## config.mk

```make
export PLATFORM = sky130hd
export DESIGN_NAME = l2_conv_stream_gen
export DESIGN_NICKNAME = d
export VERILOG_FILES = /design/src/rtl/l2_conv_pkg.sv /design/src/rtl/l2_beat_counter.sv /design/src/rtl/l2_conv_stream_gen.sv
export SDC_FILE = /design/constraint.sdc
export NUM_CORES = 1
export LEC_CHECK = 0
export BUFFER_PORTS_ARGS = -buffer_cell sky130_fd_sc_hd__buf_2
export CAP_MARGIN = 5
export CORE_AREA = 2 2 47 49
export DETAILED_ROUTE_END_ITERATION = 8
export DIE_AREA = 0 0 49 51
export GPL_ROUTABILITY_DRIVEN = 0
export PLACE_DENSITY = 0.73
export SETUP_SLACK_MARGIN = 0.4
export SLEW_MARGIN = 10
export SYNTH_ARGS = -nofsm -noshare
export SYNTH_HDL_FRONTEND = slang
export SYNTH_HIERARCHICAL = 1
export SYNTH_SLANG_ARGS = --single-unit
```

## constraint.sdc

```tcl
create_clock -name clk -period 2.3 [get_ports clk]
set_input_delay 0.46 -clock clk [delete_from_list [all_inputs] [get_ports clk]]
set_output_delay 0.46 -clock clk [all_outputs]
set_load 0.05 [all_outputs]
```

## src/rtl/l2_conv_pkg.sv

```systemverilog
// Shared definitions for the L2 convolution beat stream generator:
// frame geometry defaults, row-gap length and FSM state encoding.
package l2_conv_pkg;

    localparam int COLS_DEFAULT  = 12;
    localparam int ROWS_DEFAULT  = 25;
    localparam int CHANS_DEFAULT = 8;
    localparam int GAP_LEN       = 2;

    typedef enum logic [1:0] {
        IDLE = 2'd0,
        RUN  = 2'd1,
        GAP  = 2'd2,
        DONE = 2'd3
    } convState_t;

endpackage

```

## src/rtl/l2_beat_counter.sv

```systemverilog
// Column/row/channel cascade for the conv stream; advances on inc,
// clears on clr or reset, and flags the frame-final beat position.
module l2_beat_counter
    import l2_conv_pkg::*;
#(
    parameter int COLS  = COLS_DEFAULT,
    parameter int ROWS  = ROWS_DEFAULT,
    parameter int CHANS = CHANS_DEFAULT
) (
    input  logic       clk,
    input  logic       rstn,
    input  logic       clr,
    input  logic       inc,
    output logic [3:0] colIdx,
    output logic [4:0] rowIdx,
    output logic [2:0] chanIdx,
    output logic       lastBeat
);

    localparam logic [3:0] COL_MAX  = 4'(COLS - 1);
    localparam logic [4:0] ROW_MAX  = 5'(ROWS - 1);
    localparam logic [2:0] CHAN_MAX = 3'(CHANS - 1);

    // The frame-final beat wraps every index to zero, so no extra clear is needed.
    always_ff @(posedge clk) begin
        if (!rstn || clr) begin
            colIdx  <= '0;
            rowIdx  <= '0;
            chanIdx <= '0;
        end else if (inc) begin
            if (colIdx == COL_MAX) begin
                colIdx <= '0;
                if (rowIdx == ROW_MAX) begin
                    rowIdx <= '0;
                    if (chanIdx == CHAN_MAX) begin
                        chanIdx <= '0;
                    end else begin
                        chanIdx <= chanIdx + 3'd1;
                    end
                end else begin
                    rowIdx <= rowIdx + 5'd1;
                end
            end else begin
                colIdx <= colIdx + 4'd1;
            end
        end
    end

    assign lastBeat = (colIdx == COL_MAX) && (rowIdx == ROW_MAX) && (chanIdx == CHAN_MAX);

endmodule

```

## src/rtl/l2_conv_stream_gen.sv

```systemverilog
// Frame-level beat stream generator for the L2 conv engine.
// Optional build macro L2_ROW_GAP_EN inserts a fixed idle gap after each row.
module l2_conv_stream_gen
    import l2_conv_pkg::*;
#(
    parameter int COLS  = COLS_DEFAULT,
    parameter int ROWS  = ROWS_DEFAULT,
    parameter int CHANS = CHANS_DEFAULT
) (
    input  logic       clk,
    input  logic       rstn,
    input  logic       Start_i,
    input  logic       Abort_i,
    input  logic       DataAvail_i,
    output logic       ConvValid_o,
    output logic       vbit_o,
    output logic [3:0] ColIdx_o,
    output logic [4:0] RowIdx_o,
    output logic [2:0] ChanIdx_o,
    output logic       Busy_o,
    output logic       Done_o
);

    convState_t state, nextState;
    logic       lastBeat;

`ifdef L2_ROW_GAP_EN
    logic [1:0] gapCnt;
    logic       rowEnd;

    assign rowEnd = (ColIdx_o == 4'(COLS - 1));

    always_ff @(posedge clk) begin
        if (!rstn || state != GAP) begin
            gapCnt <= '0;
        end else begin
            gapCnt <= gapCnt + 2'd1;
        end
    end
`endif

    always_ff @(posedge clk) begin
        if (!rstn) begin
            state <= IDLE;
        end else begin
            state <= nextState;
        end
    end

    // Abort overrides everything, including a start request or the last beat.
    always_comb begin
        nextState = state;
        if (Abort_i) begin
            nextState = IDLE;
        end else begin
            case (state)
                IDLE: if (Start_i) nextState = RUN;
                RUN: begin
                    if (vbit_o && lastBeat) begin
                        nextState = DONE;
`ifdef L2_ROW_GAP_EN
                    end else if (vbit_o && rowEnd) begin
                        nextState = GAP;
`endif
                    end
                end
`ifdef L2_ROW_GAP_EN
                GAP:  if (gapCnt == 2'(GAP_LEN - 1)) nextState = RUN;
`else
                GAP:  nextState = RUN;
`endif
                DONE: nextState = IDLE;
                default: nextState = IDLE;
            endcase
        end
    end

    always_comb begin
        vbit_o      = (state == RUN) && DataAvail_i;
        ConvValid_o = (state == RUN) || (state == GAP);
        Busy_o      = (state != IDLE);
        Done_o      = (state == DONE);
    end

    l2_beat_counter #(
        .COLS  (COLS),
        .ROWS  (ROWS),
        .CHANS (CHANS)
    ) u_beatCounter (
        .clk      (clk),
        .rstn     (rstn),
        .clr      (Abort_i),
        .inc      (vbit_o),
        .colIdx   (ColIdx_o),
        .rowIdx   (RowIdx_o),
        .chanIdx  (ChanIdx_o),
        .lastBeat (lastBeat)
    );

endmodule
```

======== After elaboration in Yosys (flattened, before gate mapping) ========
Cells that the tools add are included.
storage, ports and cells
  output and inout port bits .............. 16
  input bits .............................. 5
  flip-flop bits (word level) ............. 14
  word-level logic and storage cells ...... 35
operators by class
  bitwise logic cells ..................... 1
  add/subtract/negate cells ............... 3
  reductions and logical operators ........ 13
  eq/ne operators ......................... 8
  multiplexer cells ....................... 6
operators with widths
  operator             number
  $pmux 2 s4           1
  $add 5x1->5 const B  1
  $eq 5x5->1 const B   1
  $mux 5               1
  $add 4x1->4 const B  1
  $eq 2x2->1 const B   2
  $eq 4x4->1 const B   1
  $logic_and 1x1->1    4
  $mux 2               2
  $mux 4               1
  $ne 2x2->1 const B   2
  $reduce_and 2->1     2
  $add 3x1->3 const B  1
  $eq 3x3->1 const B   1
  $mux 3               1
  $reduce_and 3->1     1
  $eq 2x1->1 const B   1
  $logic_not 2->1      1
  $logic_or 1x1->1     2
  $reduce_bool 2->1    1
  $reduce_or 2->1      1
  $logic_not 1->1      1
  $not 1->1            1

======== Logic depth before layout (Yosys ltp) ========
  word-level depth ........................ 6
  gate-level depth with buffers ........... 8
  gate-level depth less buffers ........... 7

======== By module ========
Netlist, hierarchy kept.
modules (own cells, without submodules)
  module              area each (sq um)  seq. area each (sq um)  cells each  instances
  l2_beat_counter     605.6              240.2                   65          1
  l2_conv_stream_gen  185.2              40.0                    20          1

======== Worst setup path before layout ========
No wires, ideal clock.
  path type ............................... register to register
  start ................................... reg state[0]
  end ..................................... reg u_beatCounter.chanIdx[0]
  data required time ...................... 2.230 ns
  path buffers ............................ 1
  setup time .............................. 0.070 ns
  setup slack ............................. 0.228 ns
  clock period less this slack ............ 2.072 ns
  data arrival time ....................... 2.002 ns
  stages on the path, launching flop included .. 7
  path through ............................ dfxtp_1 > ha_1 > and2_1 > clkbuf_2 > nand4b_1 > or4_1 > a21oi_1
between the ends
  longest elaborated chain between the ends .. 3
ends and longest elaborated chain
  element                            line                      source
  start, declared                    l2_conv_stream_gen.sv:24  convState_t state, nextState;
  start signal, assigned             l2_conv_stream_gen.sv:46  state <= nextState;
  $eq 2x1->1                         l2_conv_stream_gen.sv:79  vbit_o = (state == RUN) && DataAvail_i;
  $logic_and 1x1->1                  l2_conv_stream_gen.sv:79
  named net vbit_o                   l2_conv_stream_gen.sv:16  output logic vbit_o,
  $reduce_and 3->1 (no source line)  --
  end signal, assigned               l2_beat_counter.sv:38     chanIdx <= chanIdx + 3'd1;
  end, declared                      l2_beat_counter.sv:16     output logic [2:0] chanIdx,
The timed path passes the listed nets, and every way through them passes these cells.
A chain may end at the register's enable or synchronous reset.

======== Worst setup path after layout ========
  start ................................... reg state[1]
  end ..................................... out vbit_o
between the ends
  longest elaborated chain between the ends .. 2
ends and longest elaborated chain
  element            line
  $eq 2x1->1         l2_conv_stream_gen.sv:79
  $logic_and 1x1->1  l2_conv_stream_gen.sv:79
  end, declared      l2_conv_stream_gen.sv:16
Every way passes these cells.

==> flow_summary.yaml <==
outcome:
  outcome: "finished clean"
clocking:
  cts.sinks: 14
  clk_pin_slew_worst_paths_ns: 0.08
  insertion_delay_ns: 0.27
  cts_made_buffers: 3
  clk_path_buf_depth: 2
  root_buffer: "clkbuf_4"
  htreeDepth: 1
  tritoncts: "done"
drt:
  via_per_inst: 5.26
  drtIter0Drc: 8
  dr.pass1.iters: 4
  ant_nets: 0
  drc: 0
  vias: 716
  drt_wl_total_mm: 1.66
  wl_per_cell_microns: 12.2
power_and_ir_drop:
  p_switching_w: 0.000106
  switching_share_pct: 24.9
  seq_power_share_pct: 58.1
  p_clk_share_pct: 32.3
  p_leak_nw: 0.434
  power.internal_w: 0.000319
  ir_drop_mv: 0.223
  share_comb_of_total_power_pct: 9.7
  power.density_nw_per_um2: 440
global_routing:
  grt_usage_pct: 14.5
  grt_max_degree: 11
  antenna_found_initial: 0
  grt.overflow.total: 0
  grt_pass1_vias: 653
  grt_pass1_wl_mm: 2.74
sta:
  layout_min_cycle_time_ns: 1.78
  max_freq_mhz: 563
  grt_setup_unrepaired: "no"
  setup_tns_ns: 0
  drv_slew: 0
  setup_viol: 0
  skew_ns: 0.00207
  relSlewSlack_pct: 72.3
  period_share_pct: 77.2
  hold_viol_final: 0
  tightest_slew_ns: 0.416
  setup_slack_ns: 0.524
setup_path:
  cp.arrival_ns: 1.32
  endpoint_kind: "output port"
  critical_path_class: "flop to output port"
  cp_cell_sequence: "inv_1, ha_1, and2_2, buf_4"
  worstPathRequired_ns: 1.84
  cpPeakStageDelay_ns: 0.36
  start_kind: "flop"
  cp_max_fo: 7
  cp_slowest_cell: "dfxtp_2"
run:
  maxCapViolCount: 0
logic_synthesis:
  ys_types: 31
  synth_top_flop_cell: "dfxtp_1"
  ys_async_sr_fraction_pct: 0
  synth_edf_count: 0
  syn_avg_cell_area_sq_um: 9.30
  yosysWarnings: 6
  synth_fp_nets: 100
  seq_area_frac_synth_pct: 35.4
  ys_ff_latch: 14
  syn-cell-area_sq_um: 791
  synthCells: 85
placement:
  dp_slack_ns: 0.468
  io_buffers: 20
  dp.cells: 130
  place_area_sq_um: 913
  dp_hpwl_mm: 1.20
floorplan:
  row_count: 17
  dieArea_sq_um: 2500
  initial_utilization_pct: 38.3
  fp.dieW_microns: 49
  die_y_microns: 51
  core_area_sq_um: 2060
  io_pins: 21
finish:
  drive_gt1_share_pct: 30.6
  fin_cells: 136
  nNetsFinal: 125
  fin_area_sq_um: 965
  antennaDiodeCount: 0
  fillers: 218
  areaGrowthSynthToFinish_pct: 22.0
worst_hold_path:
  hold_path_class: "primary input to flop"
-- logic make-up (layout without fill, tap and decap cells) --
kind of cell | after synthesis | in the layout | share of synthesized area (%)
buf+inv | 8 | 31 | 4.11
compound gates | 19 | 19 | 15.8
flops | 14 | 14 | 35.4
mux | 1 | 1 | 1.27
fa+ha+maj | 10 | 10 | 15.8
xor+xnor | 3 | 3 | 3.32
simple gates | 30 | 30 | 24.2
-- repair_timing --
| action | 4_1_cts | 5_1_grt |
|---|---|---|
| endpoints found under the setup margin | 0 | 4 |
| setup buffers | 0 | 3 |
| resized for setup | 0 | 5 |
| hold buffers | 0 | 0 |
-- power by group through the flow --
stage	registers [W]	clock network, W	logic (W)
2_1_floorplan	0.000253	0	0.0000304
3_3_place_gp	0.000252	0	0.0000403
3_5_place_dp	0.000252	0	0.0000405
4_1_cts	0.000246	0.000145	0.0000408
5_1_grt	0.000247	0.000154	0.0000454
6_report	0.000246	0.000137	0.0000410
-- routing by layer --
layer  share of wire, %  vias to the layer above  global-route usage [%]
met5                  0                        -                       0
met2                 50                       16                    26.3
met4                1.4                        0                    11.4
met1                 45                      340                    15.3
li1                   -                      358                       -
met3                3.8                        2                    2.05
-- critical path, delay by kind of cell, from the launching register on --
kind,cells,cell delay [ns]
flops,1,0.36
fa+ha+maj,1,0.18
simple gates,1,0.22
buf+inv,2,0.27
-- cell type report --
| cell class | instances | area (sq um) | area share (%) |
|---|---|---|---|
| multi-input cells | 63 | 480 | 49.8 |
| clock buffers | 3 | 22.5 | 2.33 |
| inverters | 5 | 18.8 | 1.95 |
| well taps | 28 | 35.0 | 3.63 |
| flip-flops and latches | 14 | 283 | 29.3 |
| repair buffers | 23 | 125 | 13.0 |
-- registers in the layout, indices dropped and copies added (netlist names) --
name / cells
u_beatCounter/colIdx: 4
state: 2
u_beatCounter/rowIdx: 5
u_beatCounter/chanIdx: 3
-- cells in the final DEF, fill, tap and decap left out, types with 2 or more instances in the layout --
cell	count
nor2_1	5
nand4b_1	2
xor2_1	2
a311oi_1	3
nand3_1	5
clkbuf_4	3
ha_1	10
dfxtp_2	2
a41oi_1	2
nand2b_1	2
a21boi_1	2
a21oi_1	5
o21ai_0	4
and4b_2	2
nand2_1	7
inv_1	5
dfxtp_1	12
buf_2	19
buf_4	4
-- path summary, 6_finish.rpt --
path              slack (ns)                                  start  cells past startpoint                                     to
hold reg to reg         0.50  u_beatCounter/chanIdx[1]$_SDFFE_PP0P_                      2  u_beatCounter/chanIdx[1]$_SDFFE_PP0P_
hold / removal          0.48                                Abort_i                      3                  state[0]$_SDFFE_PP0P_
setup reg to reg        0.58                  state[1]$_SDFFE_PP0P_                      6  u_beatCounter/chanIdx[0]$_SDFFE_PP0P_
setup / recovery        0.52                  state[1]$_SDFFE_PP0P_                      4                                 vbit_o
-- cell usage after synthesis, types with 2 or more instances --
master | n | area share [%]
dfxtp_1 | 14 | 35
a21boi_1 | 2 | 1.9
a41oi_1 | 2 | 2.2
nor2_1 | 5 | 2.4
nand2b_1 | 2 | 1.6
o21ai_0 | 4 | 2.5
nand4b_1 | 2 | 2.2
nand3_1 | 5 | 3.2
a21oi_1 | 5 | 3.2
nand2_1 | 7 | 3.3
xor2_1 | 2 | 2.2
ha_1 | 10 | 16
inv_1 | 5 | 2.4
a311oi_1 | 3 | 3.3
-- stage by stage --
stage,power (W),hold WS (ns),util [%]
2_1_floorplan,0.000283,0.510,-
3_3_place_gp,0.000292,0.481,44.3
3_5_place_dp,0.000292,0.494,44.3
4_1_cts,0.000432,0.478,45.4
5_1_grt,0.000447,0.482,46.8
6_report,0.000424,0.484,46.8
No activity file was read; power rests on OpenSTA's default activity.
